`src/rtl/cnn_pkg.sv`:
```
`default_nettype none
// ============================================================================
//  Module      : cnn_pkg
//  Description : Shared types and default parameters for the CNN front end.
//                Holds the window controller state encoding and the default
//                pixel width and kernel size.
//  Revision    : 1.0 - initial release
// ============================================================================
package cnn_pkg;

    localparam int DEF_WORD_SIZE  = 8;
    localparam int DEF_KERNEL_DIM = 3;

    typedef enum logic [1:0] {
        IDLE  = 2'd0,
        CLEAR = 2'd1,
        RUN   = 2'd2,
        FLUSH = 2'd3
    } win_ctrl_state_t;

endpackage
`default_nettype wire

```
`src/rtl/window_controller_raster_counter.sv`:
```
`default_nettype none
// ============================================================================
//  Module      : window_controller_raster_counter
//  Description : Raster-order column/row position counter. Advances one pixel
//                per adv_i, wraps the column at the end of each row and flags
//                the final pixel of the frame.
//  Revision    : 1.0 - initial release
// ============================================================================
module window_controller_raster_counter #(
    parameter int IMG_WIDTH  = 540,
    parameter int IMG_HEIGHT = 540
) (
    input  logic                          clk,
    input  logic                          rst,
    input  logic                          clear_i,
    input  logic                          adv_i,
    output logic [$clog2(IMG_WIDTH)-1:0]  col_o,
    output logic [$clog2(IMG_HEIGHT)-1:0] row_o,
    output logic                          last_o
);

    localparam int CW = $clog2(IMG_WIDTH);
    localparam int RW = $clog2(IMG_HEIGHT);

    localparam logic [CW-1:0] COL_MAX = CW'(IMG_WIDTH - 1);
    localparam logic [RW-1:0] ROW_MAX = RW'(IMG_HEIGHT - 1);

    logic [CW-1:0] col_q, col_d;
    logic [RW-1:0] row_q, row_d;

    // Next position: step the column, carry into the row at end of line.
    always_comb begin
        col_d = col_q;
        row_d = row_q;
        if (clear_i) begin
            col_d = '0;
            row_d = '0;
        end else if (adv_i) begin
            if (col_q == COL_MAX) begin
                col_d = '0;
                row_d = (row_q == ROW_MAX) ? '0 : row_q + 1'b1;
            end else begin
                col_d = col_q + 1'b1;
            end
        end
    end

    // Position registers.
    always_ff @(posedge clk) begin
        if (rst) begin
            col_q <= '0;
            row_q <= '0;
        end else begin
            col_q <= col_d;
            row_q <= row_d;
        end
    end

    assign col_o  = col_q;
    assign row_o  = row_q;
    assign last_o = (col_q == COL_MAX) && (row_q == ROW_MAX);

endmodule
`default_nettype wire

```
`src/rtl/window_controller.sv`:
```
`default_nettype none
// ============================================================================
//  Module      : window_controller
//  Description : Sequencer for the line-buffered sliding-window datapath.
//                Gates raster pixels into the datapath, tracks position and
//                presents each fully populated KERNEL_DIM x KERNEL_DIM window
//                exactly once under downstream backpressure.
//  Revision    : 1.0 - initial release
// ============================================================================
module window_controller
    import cnn_pkg::*;
#(
    parameter int WORD_SIZE  = DEF_WORD_SIZE,
    parameter int KERNEL_DIM = DEF_KERNEL_DIM,
    parameter int IMG_WIDTH  = 540,
    parameter int IMG_HEIGHT = 540
) (
    input  logic                          clk,
    input  logic                          rst,
    input  logic                          start,
    input  logic                          in_valid,
    input  logic [WORD_SIZE-1:0]          in_pixel,
    output logic                          in_ready,
    output logic                          shift_en,
    output logic [WORD_SIZE-1:0]          win_pixel,
    output logic                          line_clear,
    output logic                          out_valid,
    input  logic                          out_ready,
    output logic [$clog2(IMG_HEIGHT)-1:0] out_row,
    output logic [$clog2(IMG_WIDTH)-1:0]  out_col,
    output logic                          frame_done
);

    localparam int CW = $clog2(IMG_WIDTH);
    localparam int RW = $clog2(IMG_HEIGHT);

    // Offset from the newest pixel back to the window's top-left corner.
    localparam logic [CW-1:0] KOFF_C = CW'(KERNEL_DIM - 1);
    localparam logic [RW-1:0] KOFF_R = RW'(KERNEL_DIM - 1);

    win_ctrl_state_t state_q, state_d;

    logic [CW-1:0] col;
    logic [RW-1:0] row;
    logic          last_px;
    logic          qualify;
    logic          consume;

    logic          out_valid_q, out_valid_d;
    logic [RW-1:0] out_row_q, out_row_d;
    logic [CW-1:0] out_col_q, out_col_d;
    logic          frame_done_q, frame_done_d;

    window_controller_raster_counter #(
        .IMG_WIDTH  (IMG_WIDTH),
        .IMG_HEIGHT (IMG_HEIGHT)
    ) u_raster (
        .clk     (clk),
        .rst     (rst),
        .clear_i (state_q == CLEAR),
        .adv_i   (shift_en),
        .col_o   (col),
        .row_o   (row),
        .last_o  (last_px)
    );

    // The pixel being accepted completes a window once it sits at or beyond
    // the kernel extent in both directions.
    assign qualify   = (row >= KOFF_R) && (col >= KOFF_C);
    assign consume   = out_valid_q && out_ready;
    assign shift_en  = in_valid && in_ready;
    assign win_pixel = in_pixel;

    // State register.
    always_ff @(posedge clk) begin
        if (rst) begin
            state_q <= IDLE;
        end else begin
            state_q <= state_d;
        end
    end

    // Next-state logic: frame sequencing from start through final consume.
    always_comb begin
        state_d = state_q;
        case (state_q)
            IDLE:    if (start) state_d = CLEAR;
            CLEAR:   state_d = RUN;
            RUN:     if (shift_en && last_px) state_d = FLUSH;
            FLUSH:   if (consume) state_d = IDLE;
            default: state_d = IDLE;
        endcase
    end

    // State-decoded outputs: input acceptance and line-buffer flush strobe.
    always_comb begin
        in_ready   = 1'b0;
        line_clear = 1'b0;
        case (state_q)
            CLEAR:   line_clear = 1'b1;
            RUN:     in_ready   = !out_valid_q || out_ready;
            default: ;
        endcase
    end

    // Window hand-off: a new qualifying pixel replaces the window being
    // consumed in the same cycle, otherwise the window holds until taken.
    always_comb begin
        out_valid_d  = out_valid_q;
        out_row_d    = out_row_q;
        out_col_d    = out_col_q;
        frame_done_d = 1'b0;
        if (shift_en && qualify) begin
            out_valid_d = 1'b1;
            out_row_d   = row - KOFF_R;
            out_col_d   = col - KOFF_C;
        end else if (out_ready) begin
            out_valid_d = 1'b0;
        end
        if ((state_q == FLUSH) && consume) begin
            frame_done_d = 1'b1;
        end
    end

    // Registered window outputs and end-of-frame pulse.
    always_ff @(posedge clk) begin
        if (rst) begin
            out_valid_q  <= 1'b0;
            out_row_q    <= '0;
            out_col_q    <= '0;
            frame_done_q <= 1'b0;
        end else begin
            out_valid_q  <= out_valid_d;
            out_row_q    <= out_row_d;
            out_col_q    <= out_col_d;
            frame_done_q <= frame_done_d;
        end
    end

    assign out_valid  = out_valid_q;
    assign out_row    = out_row_q;
    assign out_col    = out_col_q;
    assign frame_done = frame_done_q;

endmodule
`default_nettype wire

```
`config.mk`:
```
export PLATFORM = sky130hd
export DESIGN_NAME = window_controller
export DESIGN_NICKNAME = d
export VERILOG_FILES = /design/src/rtl/cnn_pkg.sv /design/src/rtl/window_controller_raster_counter.sv /design/src/rtl/window_controller.sv
export SDC_FILE = /design/constraint.sdc
export NUM_CORES = 1
export LEC_CHECK = 0
export ABC_CLOCK_PERIOD_IN_PS = 2000
export BUFFER_PORTS_ARGS = -buffer_cell sky130_fd_sc_hd__buf_2
export CORE_MARGIN = 2
export CORE_UTILIZATION = 50
export CTS_CLUSTER_SIZE = 14
export DETAILED_ROUTE_END_ITERATION = 7
export PLACE_DENSITY = 0.83
export SYNTH_ARGS = -nofsm -noshare
export SYNTH_HDL_FRONTEND = slang
export SYNTH_SLANG_ARGS = --single-unit
```
`constraint.sdc`:
```
create_clock -name clk -period 2 [get_ports clk]
set_input_delay 0.4 -clock clk [delete_from_list [all_inputs] [get_ports clk]]
set_output_delay 0.4 -clock clk [all_outputs]
set_load 0.005 [all_outputs]
```
# Word level (Yosys, flattened, before mapping)
# Index checks and enable logic that the tools add are counted.
# Widths: inputs -> output; s select.
# op_classes
order_cmp	2
n_addsub	4
eq_ne	8
n_reduce_logical	14
mux	11
# ops
cell	count
$add 10x1->10 const B	2
$eq 10x10->1 const B	2
$ge 10x2->1 const B	2
$mux 10	2
$sub 10x2->10 const B	2
$pmux 2 s4	1
$logic_and 1x1->1	7
$mux 2	3
$ne 2x2->1 const B	3
$mux 1	5
$eq 2x2->1 const B	2
$reduce_and 3->1	1
$eq 2x1->1 const B	1
$logic_not 2->1	1
$reduce_and 2->1	1
$reduce_bool 2->1	1
$reduce_or 2->1	1
$logic_not 1->1	1
$logic_or 1x1->1	1
# totals
register_bits	44
output_inout_bits	33
wordCells	46
in_bits	13

# Depth between registers and ports, before layout
# Gate-level depths: netlist (run 1).
# depth
word_depth	7
ltp_mapped	9
mapped_depth_nobuf	8

# Modules after synthesis
# A second synthesis (run 1) with hierarchy kept.
# unflattened
cells_unflattened	265
hier_area_um2	2349.8
# modules_own_cells
module	cells_per_inst	area_per_inst_um2	seq_area_each_um2	n_inst
window_controller	158	1407.6	480.5	1
window_controller_raster_counter	107	942.2	400.4	1

# Worst setup path after synthesis (run 1)
# OpenSTA, ideal clock, no wires.
# synth_timing
path_kind	register -> register
from	register state_q[0]
to	register out_col_q[6] (netlist: out_col[6])
setup_time_ns	0.142
required_time_ns	1.858
stages_incl_launch_ff	9
period_less_slack_ns	2.018
arrival_time_ns	1.877
path_slack_ns	-0.018
n_path_buf	2
cell_sequence	dfxtp_1 inv_1 ha_1 nand2_1 or2_1 clkbuf_1 a211oi_4 buf_2 a211oi_2
# synth_between
elab_chain_len	4
# synth_lines
item	line_no	rtl
from (decl)	window_controller.sv:41	win_ctrl_state_t state_q, state_d;
from (signal assigned)	window_controller.sv:79	state_q <= state_d;
$eq 2x2->1	window_controller.sv:99	case (state_q)
$mux 1	window_controller.sv:99	
$logic_and 1x1->1	window_controller.sv:71	assign shift_en = in_valid && in_ready;
$logic_and 1x1->1	window_controller.sv:113	if (shift_en && qualify) begin
to (signal assigned)	window_controller.sv:135	out_col_q <= out_col_d;
to (decl)	window_controller.sv:51	logic [CW-1:0] out_col_q, out_col_d;
# No other way between the ends.
# A chain may end at the register's enable or synchronous reset.

# Worst setup path in the final report (run 1)
# layout_timing
from	register state_q[0]
to	output port shift_en
# layout_between
elab_chain_len	3
# layout_lines
item	line_no	rtl
$eq 2x2->1	window_controller.sv:99	
$mux 1	window_controller.sv:99	
$logic_and 1x1->1	window_controller.sv:71	
to (decl)	window_controller.sv:24	output logic shift_en,
# No other way between the ends.

==> results of run 1 <==
layout by cell type, fill, tap and decap left out, types with 3 or more instances in the layout:
master / netlist / final
sky130_fd_sc_hd__nand4_1: 8 / 8
sky130_fd_sc_hd__buf_4: 9 / 20
sky130_fd_sc_hd__nor3_1: 3 / 3
sky130_fd_sc_hd__xor2_1: 12 / 12
sky130_fd_sc_hd__dfxtp_1: 44 / 43
sky130_fd_sc_hd__nor2_1: 51 / 51
sky130_fd_sc_hd__buf_2: 3 / 29
sky130_fd_sc_hd__o21ai_0: 3 / 3
sky130_fd_sc_hd__mux2i_1: 4 / 4
sky130_fd_sc_hd__clkbuf_8: 0 / 5
sky130_fd_sc_hd__nand2_1: 14 / 13
sky130_fd_sc_hd__inv_1: 15 / 13
sky130_fd_sc_hd__xnor2_1: 16 / 16
sky130_fd_sc_hd__ha_1: 13 / 12
sky130_fd_sc_hd__a211oi_1: 5 / 5
sky130_fd_sc_hd__nor4_1: 4 / 4
sky130_fd_sc_hd__nand3_1: 5 / 5
sky130_fd_sc_hd__a211oi_2: 12 / 12
through the flow:
stage,util,instance area [um2]
floorplan,-,2400
global placement,0.561,2630
detailed placement,0.561,2630
CTS,0.582,2730
global route,0.583,2740
finish,0.583,2740
synthesized netlist by cell type (all sizes together), types with 2 or more instances:
master	instances
nor2	51
dfxtp	44
a211oi	18
buf	16
xnor2	16
inv	15
nand2	14
ha	13
xor2	12
nand4	8
clkbuf	7
nor4	6
nand3	5
nor3	5
mux2i	4
o21ai	3
or4	3
a311oi	2
a31oi	2
and2	2
and3	2
nand2b	2
nor3b	2
o31ai	2
worst reg2reg max path, stage by stage, from the launching register on:
cell	delay (ns)
sky130_fd_sc_hd__dfxtp_1	0.38
sky130_fd_sc_hd__or4_1	0.57
sky130_fd_sc_hd__nor2_1	0.27
sky130_fd_sc_hd__a211oi_4	0.12
sky130_fd_sc_hd__buf_12	0.19
sky130_fd_sc_hd__nor2_1	0.15
sky130_fd_sc_hd__a311oi_2	0.06
registers in the layout, summed over array words and instances (netlist names):
name,count
frame_done,1
out_col,10
out_valid,1
state_q,2
u_raster.col_o,10
out_row,10
u_raster.row_o,10
layout make-up:
type                            instances  share of cell area
Clock buffer                            5              0.0251
Tap cell                               54              0.0247
Clock inverter                          3             0.00868
Timing Repair Buffer                   50               0.115
Multi-Input combinational cell        182               0.483
Sequential cell                        44               0.322
Inverter                               15              0.0215
timing repair:
item / in CTS / in global routing
pin swaps: 0 / 0
buffers inserted: 0 / 0
resized for setup: 3 / 5
endpoints found under the setup margin: 1 / 24
final timing paths:
kind                      to
hold / removal    frame_done
hold reg to reg   out_col[1]
setup reg to reg  out_row[4]
setup / recovery    shift_en
cell families after synthesis:
family	Yosys count	synth area share
simple gates	106	0.229
flops	44	0.367
buf+inv	38	0.0875
compound gates	31	0.130
xor+xnor	28	0.102
fa+ha+maj	13	0.0677
mux	4	0.0167
per-layer routing:
metal | up-vias | track usage | part of all wire
li1 | 964 | - | -
met1 | 882 | 0.236 | 0.44
met2 | 48 | 0.341 | 0.49
met3 | 7 | 0.0343 | 0.045
met4 | 0 | 0.0889 | 0.020
met5 | - | 0 | 0
power by group through the flow:
stage / registers [mW] / logic (mW) / clock network (mW)
after floorplan: 0.943 / 0.258 / 0
after global placement: 0.947 / 0.317 / 0
after detailed placement: 0.950 / 0.333 / 0
after CTS: 0.929 / 0.341 / 0.597
after global routing: 0.940 / 0.397 / 0.630
final: 0.933 / 0.353 / 0.583
==> impl_summary.txt, run 1 <==
----------------------------------------------------
[Status]
  Outcome ... finished, final reports clean

[Logic synthesis]
  Top cells by area in the synthesized netlist ... sky130_fd_sc_hd__dfxtp_1 (37%), sky130_fd_sc_hd__nor2_1 (8.0%), sky130_fd_sc_hd__ha_1 (6.8%)
  Primary FF master, synth ... sky130_fd_sc_hd__dfxtp_1
  Synthesized Nets ... 290
  Yosys warning count ... 0
  Part of the Yosys area used for sequential elements ... 0.367
  Fraction of synthesis flops using an asynchronous set or reset pin ... 0
  Post-synth EDFFs ... 0
  Synth Instances ... 264
  Proportion of netlist area held by the largest area contributor ... 0.367
  Synthesized cell area ... 2400 um2
  Average instance area after synthesis ... 9.10 um2
  Leading area contributor after synthesis ... sky130_fd_sc_hd__dfxtp_1
  Number of distinct standard cells referenced by the synthesized netlist ... 41
  Flip-flop and latch count after synthesis ... 44

[Timing]
  Sum of negative setup slack ... 0 ns
  Final hold violation count ... 0
  Max-slew violation total from the final report ... 0
  Setup Skew ... 0.00516 ns
  Final setup fails ... 0
  Transition time of the tightest slew-check pin ... 0.468 ns
  Worst-case headroom to the max-slew limit ... 0.687
  Final critical-path share of the clock period ... 0.958
  Final hold slack ... 0.392 ns
  Max Clk Rate ... 0.522 GHz
  Setup repair after global routing missed its margin ... false
  Minimum clock period ... 1.92 ns
  Final worst-path setup slack ... 0.0841 ns

[Die]
  Starting utilization of the core area ... 0.512
  Floorplan core area ... 4690 um2
  Die outline area ... 5380 um2
  Top-level I/O count ... 46
  Height of the die ... 73.3 um
  Number of rows created at floorplan ... 25
  Die Span X ... 73.3 um

[Detailed routing]
  Detail-routed net length per standard cell ... 13.8 um
  First DRT Iteration DRCs ... 145
  Antenna Violating Nets Remaining ... 0
  Post-route DRC ... 0
  Vias per cell ... 5.39
  Wire length reported by the detailed router ... 4870 um
  Total iterations of the first detailed-routing run ... 5
  Via count ... 1,901

[Setup path]
  Req. time, crit path ... 1.60 ns
  Delay of the slowest cell on the worst path ... 0.34 ns
  Worst-path fanout max ... 5
  Stages on worst setup path ... 6
  Start point of the critical path ... state_q[0]
  Critical path's slowest cell ... sky130_fd_sc_hd__dfxtp_2
  Reg2reg path depth ... 6
  Family of cells with the greatest summed delay on the critical path ... simple AND/OR/NAND/NOR gates
  Combined buffer and inverter count along the critical path ... 3
  Critical path startpoint category ... flip-flop
  Chain of cells forming the critical path ... inv_2 > ha_2 > nand2_1 > or2_4 > inv_4 > buf_2
  Data arrival time of the critical path ... 1.52 ns
  Worst setup path class ... reg2out
  Launching point of the worst reg2reg path ... u_raster.col_o[1]
  Endpoint type of the worst setup path ... output pin
  FF-to-FF setup slack ... 0.13 ns

[GRT]
  First-pass GRT wire length ... 8130 um
  Maximum number of pins on one net before global-route repair ... 34
  Global-route congestion overflow total ... 0
  Number of antenna violations at the first check in global routing ... 0
  Number of global-route vias before repair ... 1,848
  Global router's overall resource usage ... 0.197

[Cells and area]
  Number of antenna cells inserted ... 0
  Total area of sequential cells ... 882 um2
  Fraction of final layout cells with drive strength greater than 1 ... 0.288
  Net count, final ... 324
  Fill cells ... 408
  Area of the multi-input gates ... 1320 um2
  Area Growth Syn to Fin ... 14.0%
  Cell Count, Final, Fillers Out ... 353

[Placement]
  Final GP Congestion ... 0.854
  DP HPWL ... 3650 um
  Cell total after placement ... 345
  Post-Place Setup Slack ... 0.0642 ns
  Port Buf Inserts ... 29

[CTS]
  Clock Root Buffer ... sky130_fd_sc_hd__clkbuf_8
  Clock edge transition at the registers on the reported setup and hold paths ... 0.09 ns
  Number of buffers added by the clock tree synthesis step ... 5
  Hold-fix buffer count after cts ... 0
  TritonCTS Sinks ... 44
  CTS tree ... done
  Latest clock arrival within the worst-skew pair ... 0.31 ns
  Number of buffers between clock root and the deepest sink ... 2
  Total number of H-tree levels ... 2

[Min path]
  Type of the tightest min-delay check ... in2reg
  Hold Path Stages ... 3
  Origin of the worst min-delay path ... out_ready

[Pwr]
  Switching part of the total ... 0.313
  Power consumption ... 1.87 mW
  Clock share of power ... 0.312
  Total internal power ... 1.28 mW
  Sequential power share ... 0.499
  Leakage power ... 1.15 nW
  Switching power summed over all nets ... 0.585 mW
  Power per cell area ... 683 nW/um2
  Combinational fraction of design power ... 0.189
  Highest ir drop seen on vdd ... 488 uV

[Job]
  Max capacitance violation total ... 0

----------------------------------------------------
No activity file was read; power rests on OpenSTA's default activity.
==> run 2, diff against run 1 <==
--- a/config.mk
+++ b/config.mk
@@ -6,12 +6,13 @@
 export NUM_CORES = 1
 export LEC_CHECK = 0
 export ABC_CLOCK_PERIOD_IN_PS = 2000
-export BUFFER_PORTS_ARGS = -buffer_cell sky130_fd_sc_hd__buf_2
+export BUFFER_PORTS_ARGS = -buffer_cell sky130_fd_sc_hd__buf_4
 export CORE_MARGIN = 2
 export CORE_UTILIZATION = 50
 export CTS_CLUSTER_SIZE = 14
 export DETAILED_ROUTE_END_ITERATION = 7
 export PLACE_DENSITY = 0.83
+export SETUP_SLACK_MARGIN = 0.15
 export SYNTH_ARGS = -nofsm -noshare
 export SYNTH_HDL_FRONTEND = slang
 export SYNTH_SLANG_ARGS = --single-unit
==> run 2 against run 1 <==
  * Combinational power grew 30%
  * Hold slack better by 0.0044 ns
  * Maximum frequency up 0.28%
  * Register-to-register slack lost 0.04 ns
==> impl_summary.txt, run 2 (synthesis gave the netlist of run 1 again) <==
----------------------------------------------------
[Placement]
  Final GP Congestion ... 0.880 (+3.1%)
  DP HPWL ... 3650 um (about the same)
  Port Buf Inserts ... 29 (unchanged)
  Cell total after placement ... 343 (-0.58%)

[Setup path]
  Data arrival time of the critical path ... 2.15 ns (+0.63 ns)
  Req. time, crit path ... 2.24 ns (+0.64 ns)
  Reg2reg path depth ... 5 (-1)
  Critical path startpoint category ... flip-flop
  End of the worst register-to-register path ... state_q[1]
  Launching point of the worst reg2reg path ... u_raster.row_o[7]
  Worst-path fanout max ... 3 (-2)
  Endpoint type of the worst setup path ... flip-flop
  Worst setup path class ... reg2reg
  FF-to-FF setup slack ... 0.09 ns (-0.04 ns)

[Timing]
  Minimum clock period ... 1.91 ns (-0.00532 ns)
  Setup Skew ... 0.00866 ns (+0.00350 ns)
  Setup repair after global routing missed its margin ... true
  Max-slew violation total from the final report ... 0 (unchanged)
  Final hold slack ... 0.397 ns (+0.00445 ns)
  Sum of negative setup slack ... 0 ns (unchanged)
  Final hold violation count ... 0 (unchanged)
  Final setup fails ... 0 (unchanged)
  Transition time of the tightest slew-check pin ... 0.452 ns (-0.0156 ns)
  Max Clk Rate ... 0.523 GHz (+0.28%)
  Worst-case headroom to the max-slew limit ... 0.697 (+0.00988)
  Final critical-path share of the clock period ... 0.955 (-0.00266)

[Min path]
  Origin of the worst min-delay path ... out_ready
  Type of the tightest min-delay check ... in2reg
  Worst-case hold path end point ... frame_done
  Hold Path Stages ... 3 (unchanged)

[Die]
  Die outline area ... 5380 um2 (unchanged)
  Top-level I/O count ... 46 (unchanged)
  Starting utilization of the core area ... 0.512 (unchanged)
  Die Span X ... 73.3 um (unchanged)
  Floorplan core area ... 4690 um2 (unchanged)
  Number of rows created at floorplan ... 25 (unchanged)
  Height of the die ... 73.3 um (unchanged)

[Pwr]
  Leakage power ... 1.19 nW (+4.1%)
  Highest ir drop seen on vdd ... 510 uV (+4.5%)
  Power per cell area ... 676 nW/um2 (-1.1%)

[GRT]
  Global-route congestion overflow total ... 0 (unchanged)
  Maximum number of pins on one net before global-route repair ... 34 (unchanged)
  First-pass GRT wire length ... 8680 um (+6.8%)
  Global router's overall resource usage ... 0.212 (+0.0152)
  Number of global-route vias before repair ... 1,888 (+2.2%)
  Number of antenna violations at the first check in global routing ... 0 (unchanged)

[Cells and area]
  Cell Count, Final, Fillers Out ... 359 (+1.7%)
  Number of antenna cells inserted ... 0 (unchanged)
  Most frequent cells in the layout ... sky130_fd_sc_hd__buf_4 (53), sky130_fd_sc_hd__nor2_1 (47), sky130_fd_sc_hd__dfxtp_1 (38), sky130_fd_sc_hd__xnor2_1 (16), sky130_fd_sc_hd__inv_1 (13)
  Net count, final ... 330 (+1.9%)
  Area of the multi-input gates ... 1380 um2 (+4.7%)
  Total area of sequential cells ... 891 um2 (+0.99%)
  Fraction of final layout cells with drive strength greater than 1 ... 0.344 (+0.0566)
  Area Growth Syn to Fin ... 21.9%
  Fill cells ... 400 (-2.0%)
  Most common library cell in the layout ignoring fill and taps ... sky130_fd_sc_hd__buf_4

[CTS]
  Clock edge transition at the registers on the reported setup and hold paths ... 0.08 ns (about the same)
  Total number of H-tree levels ... 2 (unchanged)
  Number of buffers added by the clock tree synthesis step ... 5 (unchanged)
  Number of buffers between clock root and the deepest sink ... 2 (unchanged)
  Latest clock arrival within the worst-skew pair ... 0.31 ns (about the same)
  Clock Root Buffer ... sky130_fd_sc_hd__clkbuf_8
  Hold-fix buffer count after cts ... 0 (unchanged)
  CTS tree ... done
  TritonCTS Sinks ... 44 (unchanged)

[Detailed routing]
  Antenna Violating Nets Remaining ... 0 (unchanged)
  Detail-routed net length per standard cell ... 15.0 um (+8.6%)
  Via count ... 1,949 (+2.5%)
  Wire length reported by the detailed router ... 5380 um (+10%)
  Post-route DRC ... 0 (unchanged)
  First DRT Iteration DRCs ... 114 (-21%)
  Vias per cell ... 5.43 (+0.81%)
  Total iterations of the first detailed-routing run ... 4 (-1)

[Status]
  Outcome ... finished, final reports clean

[Job]
  Max capacitance violation total ... 0 (unchanged)

----------------------------------------------------
-- run 2: cell types whose count changed in the layout (fill, tap and decap cells not counted), sizes merged --
cell and change:
clkinvlp -2, clkinv +2, buf +6
-- run 2: report_power, final --
| part | leakage [nW] | internal (mW) | total [mW] | switching (mW) |
|---|---|---|---|---|
| Combinational | 0.788 | 0.202 | 0.458 | 0.256 |
| Sequential | 0.358 | 0.906 | 0.939 | 0.0335 |
| Clock | 0.0479 | 0.244 | 0.582 | 0.338 |
-- run 2: layout make-up --
type,count,share of cell area
clock buffer,5,0.0235
timing repair buffer,56,0.150
inverter,15,0.0201
multi-input combinational,182,0.472
sequential,44,0.304
tap,54,0.0231
clock inverter,3,0.00641
-- run 2: worst max path at each step --
stage / from / end / cells after the start
detailed placement: state_q[0] / state_q[1] / 7
finish: u_raster.row_o[7] / state_q[1] / 5
CTS: state_q[1] / shift_en / 5
floorplan: u_raster.row_o[4] / out_valid / 7
global placement: state_q[0] / state_q[1] / 7
global route: u_raster.row_o[7] / state_q[1] / 5
-- run 2: metrics by stage --
stage / utilization / setup WS (ns) / cell area (um2) / power [mW]
final: 0.624 / 0.0894 / 2930 / 1.98
after global routing: 0.624 / 0.0394 / 2930 / 2.07
after CTS: 0.602 / 0.108 / 2830 / 1.91
after detailed placement: 0.577 / 0.0162 / 2710 / 1.32
after global placement: 0.577 / 0.143 / 2710 / 1.30
after floorplan: - / 0.150 / 2440 / 1.23
-- run 2: metal layers --
metal  GRT usage  vias up  share of wire
met4       0.103        0          0.014
met1       0.259      938           0.44
met5           0        -              0
li1            -      964              -
met2       0.347       40           0.50
met3      0.0521        7          0.038
-- run 2: critical path: stages (launching register included) --
cell                      delay (ns)
sky130_fd_sc_hd__dfxtp_4        0.36
sky130_fd_sc_hd__or4_4          0.56
sky130_fd_sc_hd__nor3_4         0.27
sky130_fd_sc_hd__a31oi_4        0.13
sky130_fd_sc_hd__or3b_1         0.39
sky130_fd_sc_hd__a21oi_2        0.13
-- run 2: what timing repair did --
action | 4_1_cts | 5_1_grt
endpoints found under the setup margin | 17 | 30
pin swaps | 0 | 9
resized for setup | 8 | 16
buffers inserted | 1 | 7
==> run 3, diff against run 2 <==
--- a/config.mk
+++ b/config.mk
@@ -7,12 +7,13 @@
 export LEC_CHECK = 0
 export ABC_CLOCK_PERIOD_IN_PS = 2000
 export BUFFER_PORTS_ARGS = -buffer_cell sky130_fd_sc_hd__buf_4
+export CAP_MARGIN = 20
 export CORE_MARGIN = 2
 export CORE_UTILIZATION = 50
 export CTS_CLUSTER_SIZE = 14
 export DETAILED_ROUTE_END_ITERATION = 7
 export PLACE_DENSITY = 0.83
-export SETUP_SLACK_MARGIN = 0.15
+export SETUP_SLACK_MARGIN = 0.05
 export SYNTH_ARGS = -nofsm -noshare
 export SYNTH_HDL_FRONTEND = slang
 export SYNTH_SLANG_ARGS = --single-unit
==> run 3 against run 2 <==
  * Maximum frequency is 2.7% higher
  * Global-route usage down 1.4 points
  * Worst setup slack better by 0.050 ns
  * Highest routed layer unchanged
  * Flip-flop and latch count unchanged
  * Total power is 1.0% lower
  * Final area shrank 2.4%
  * Count of clock-buffer cells in the layout stayed put
  * Die area unchanged
  * Combinational power fell by 19%
  * Clock skew fell by 0.0041 ns
  * Critical path type unchanged
  * Sequential share of layout area increased by 0.50 points
==> impl_summary.txt, run 3 (synthesis gave the netlist of run 1 again) <==
----------------------------------------------------
[Detailed routing]
  Detail-routed net length per standard cell ... 14.4 um (-3.6%)
  Via count ... 1,934 (-0.77%)
  First DRT Iteration DRCs ... 131 (+15%)
  Post-route DRC ... 0 (unchanged)
  Antenna Violating Nets Remaining ... 0 (unchanged)
  Total iterations of the first detailed-routing run ... 4 (unchanged)
  Wire length reported by the detailed router ... 5100 um (-5.2%)
  Vias per cell ... 5.48 (+0.92%)

[Setup path]
  Delay of the slowest cell on the worst path ... 0.58 ns (+0.02 ns)
  End of the worst register-to-register path ... state_q[1]
  Start point of the critical path ... u_raster.row_o[5]
  Worst-path fanout max ... 4 (+1)
  Chain of cells forming the critical path ... or4_4 > nor3_2 > a31oi_1 > or3b_1 > a21oi_1
  Endpoint type of the worst setup path ... flip-flop
  Critical path's slowest cell ... sky130_fd_sc_hd__or4_4
  Data arrival time of the critical path ... 2.09 ns (-0.06 ns)
  Critical path startpoint category ... flip-flop
  Req. time, crit path ... 2.23 ns (about the same)
  Reg2reg path depth ... 5 (unchanged)
  FF-to-FF setup slack ... 0.14 ns (+0.05 ns)
  Worst setup path class ... reg2reg
  Launching point of the worst reg2reg path ... u_raster.row_o[5]

[CTS]
  Clock Root Buffer ... sky130_fd_sc_hd__clkbuf_8
  Total number of H-tree levels ... 2 (unchanged)
  Number of buffers added by the clock tree synthesis step ... 5 (unchanged)
  TritonCTS Sinks ... 44 (unchanged)
  Latest clock arrival within the worst-skew pair ... 0.30 ns (about the same)
  Clock edge transition at the registers on the reported setup and hold paths ... 0.08 ns (about the same)
  Number of buffers between clock root and the deepest sink ... 2 (unchanged)
  Hold-fix buffer count after cts ... 0 (unchanged)
  CTS tree ... done

[Timing]
  Final setup fails ... 0 (unchanged)
  Setup Skew ... 0.00457 ns (-0.00409 ns)
  Final worst-path setup slack ... 0.140 ns (+0.0503 ns)
  Worst-case headroom to the max-slew limit ... 0.709 (+0.0119)
  Max-slew violation total from the final report ... 0 (unchanged)
  Minimum clock period ... 1.86 ns (-0.0503 ns)
  Max Clk Rate ... 0.538 GHz (+2.7%)
  Transition time of the tightest slew-check pin ... 0.435 ns (-0.0173 ns)
  Sum of negative setup slack ... 0 ns (unchanged)
  Final hold violation count ... 0 (unchanged)
  Setup repair after global routing missed its margin ... true
  Final hold slack ... 0.398 ns (+0.00135 ns)
  Final critical-path share of the clock period ... 0.930 (-0.0252)

[Placement]
  Area of placed instances ... 2700 um2 (-0.14%)
  Post-Place Setup Slack ... 0.0603 ns (+0.0441 ns)
  Cell total after placement ... 345 (+0.58%)
  Final GP Congestion ... 0.841 (-4.4%)
  Port Buf Inserts ... 29 (unchanged)
  DP HPWL ... 3660 um (+0.27%)

[Cells and area]
  Net count, final ... 326 (-1.2%)
  Area Growth Syn to Fin ... 19.0%
  Most common library cell in the layout ignoring fill and taps ... sky130_fd_sc_hd__nor2_1
  Total area of sequential cells ... 883 um2 (-0.84%)
  Area of the multi-input gates ... 1340 um2 (-3.0%)
  Number of antenna cells inserted ... 0 (unchanged)
  Final design instance area without fill ... 2860 um2 (-2.4%)
  Fill cells ... 392 (-2.0%)
  Most frequent cells in the layout ... sky130_fd_sc_hd__nor2_1 (50), sky130_fd_sc_hd__buf_4 (49), sky130_fd_sc_hd__dfxtp_1 (42), sky130_fd_sc_hd__xnor2_1 (16), sky130_fd_sc_hd__nand2_1 (14)
  Final Util ... 0.609 (-0.0152)
  Cell Count, Final, Fillers Out ... 353 (-1.7%)
  Fraction of final layout cells with drive strength greater than 1 ... 0.298 (-0.0466)

[GRT]
  Number of antenna violations at the first check in global routing ... 0 (unchanged)
  Global router's overall resource usage ... 0.198 (-0.0141)
  First-pass GRT wire length ... 8230 um (-5.2%)
  Maximum number of pins on one net before global-route repair ... 26 (-24%)
  Global-route congestion overflow total ... 0 (unchanged)
  Number of global-route vias before repair ... 1,838 (-2.6%)

[Die]
  Floorplan core area ... 4690 um2 (unchanged)
  Die Span X ... 73.3 um (unchanged)
  Top-level I/O count ... 46 (unchanged)
  Number of rows created at floorplan ... 25 (unchanged)
  Die outline area ... 5380 um2 (unchanged)
  Starting utilization of the core area ... 0.512 (unchanged)
  Height of the die ... 73.3 um (unchanged)

[Min path]
  Hold Path Stages ... 3 (unchanged)
  Worst-case hold path end point ... frame_done
  Type of the tightest min-delay check ... in2reg
  Origin of the worst min-delay path ... out_ready

[Pwr]
  Clock share of power ... 0.335 (+0.041)
  Power per cell area ... 685 nW/um2 (+1.4%)
  Power consumption ... 1.96 mW (-1.0%)
  Sequential power share ... 0.475 (about the same)
  Switching part of the total ... 0.276 (-0.0405)
  Switching power summed over all nets ... 0.541 mW (-14%)
  Combinational fraction of design power ... 0.190 (-0.041)
  Leakage power ... 1.17 nW (-1.8%)
  Total internal power ... 1.42 mW (+4.8%)
  Highest ir drop seen on vdd ... 375 uV (-26%)

[Status]
  Outcome ... finished, final reports clean

[Job]
  Max capacitance violation total ... 0 (unchanged)

----------------------------------------------------
[run 3: changes by cell type in the layout (fill, tap and decap cells not counted), moves of 2 or more]
| cell | previous run | this run |
|---|---|---|
| sky130_fd_sc_hd__buf_4 | 53 | 49 |
| sky130_fd_sc_hd__dfxtp_1 | 38 | 42 |
| sky130_fd_sc_hd__dfxtp_2 | 5 | 2 |
| sky130_fd_sc_hd__nor2_1 | 47 | 50 |
| sky130_fd_sc_hd__nor2_2 | 4 | 1 |
| sky130_fd_sc_hd__clkinv_2 | 2 | 0 |
| sky130_fd_sc_hd__nand2_1 | 12 | 14 |
[run 3: critical path, delay by kind of cell, from the launching register on]
| kind | cells | cell delay, ns |
|---|---|---|
| compound gates | 2 | 0.28 |
| simple gates | 3 | 1.20 |
| flops | 1 | 0.32 |
[run 3: power by group through the flow]
stage	clock network (mW)	logic, mW	registers [mW]
after floorplan	0	0.258	0.943
after global placement	0	0.350	0.943
after detailed placement	0	0.358	0.947
after CTS	0.659	0.365	0.926
after global routing	0.692	0.419	0.937
final	0.656	0.373	0.929
[run 3: worst max path at each step]
stage                 endpoint  cells past startpoint
global placement    out_col[0]                      8
global route        state_q[1]                      5
finish              state_q[1]                      5
floorplan           out_row[6]                      9
detailed placement  out_col[8]                      8
CTS                 state_q[1]                      8
[run 3: cell type report]
cell class	instances	share of cell area
clock inverter	1	0.0105
sequential	44	0.309
timing repair buffer	52	0.142
clock buffer	5	0.0241
inverter	15	0.0206
tap	54	0.0236
multi-input combinational	182	0.470
[run 3: metal layers]
layer / share of wire / track usage
met3: 0.046 / 0.0412
met5: 0 / 0
met1: 0.44 / 0.242
met4: 0.014 / 0.0646
met2: 0.50 / 0.345
[run 3: timing repair]
item,CTS,global route
pin swaps,0,2
gates cloned,0,1
buffers inserted,0,1
setup endpoints to repair,1,32
resized for setup,2,12
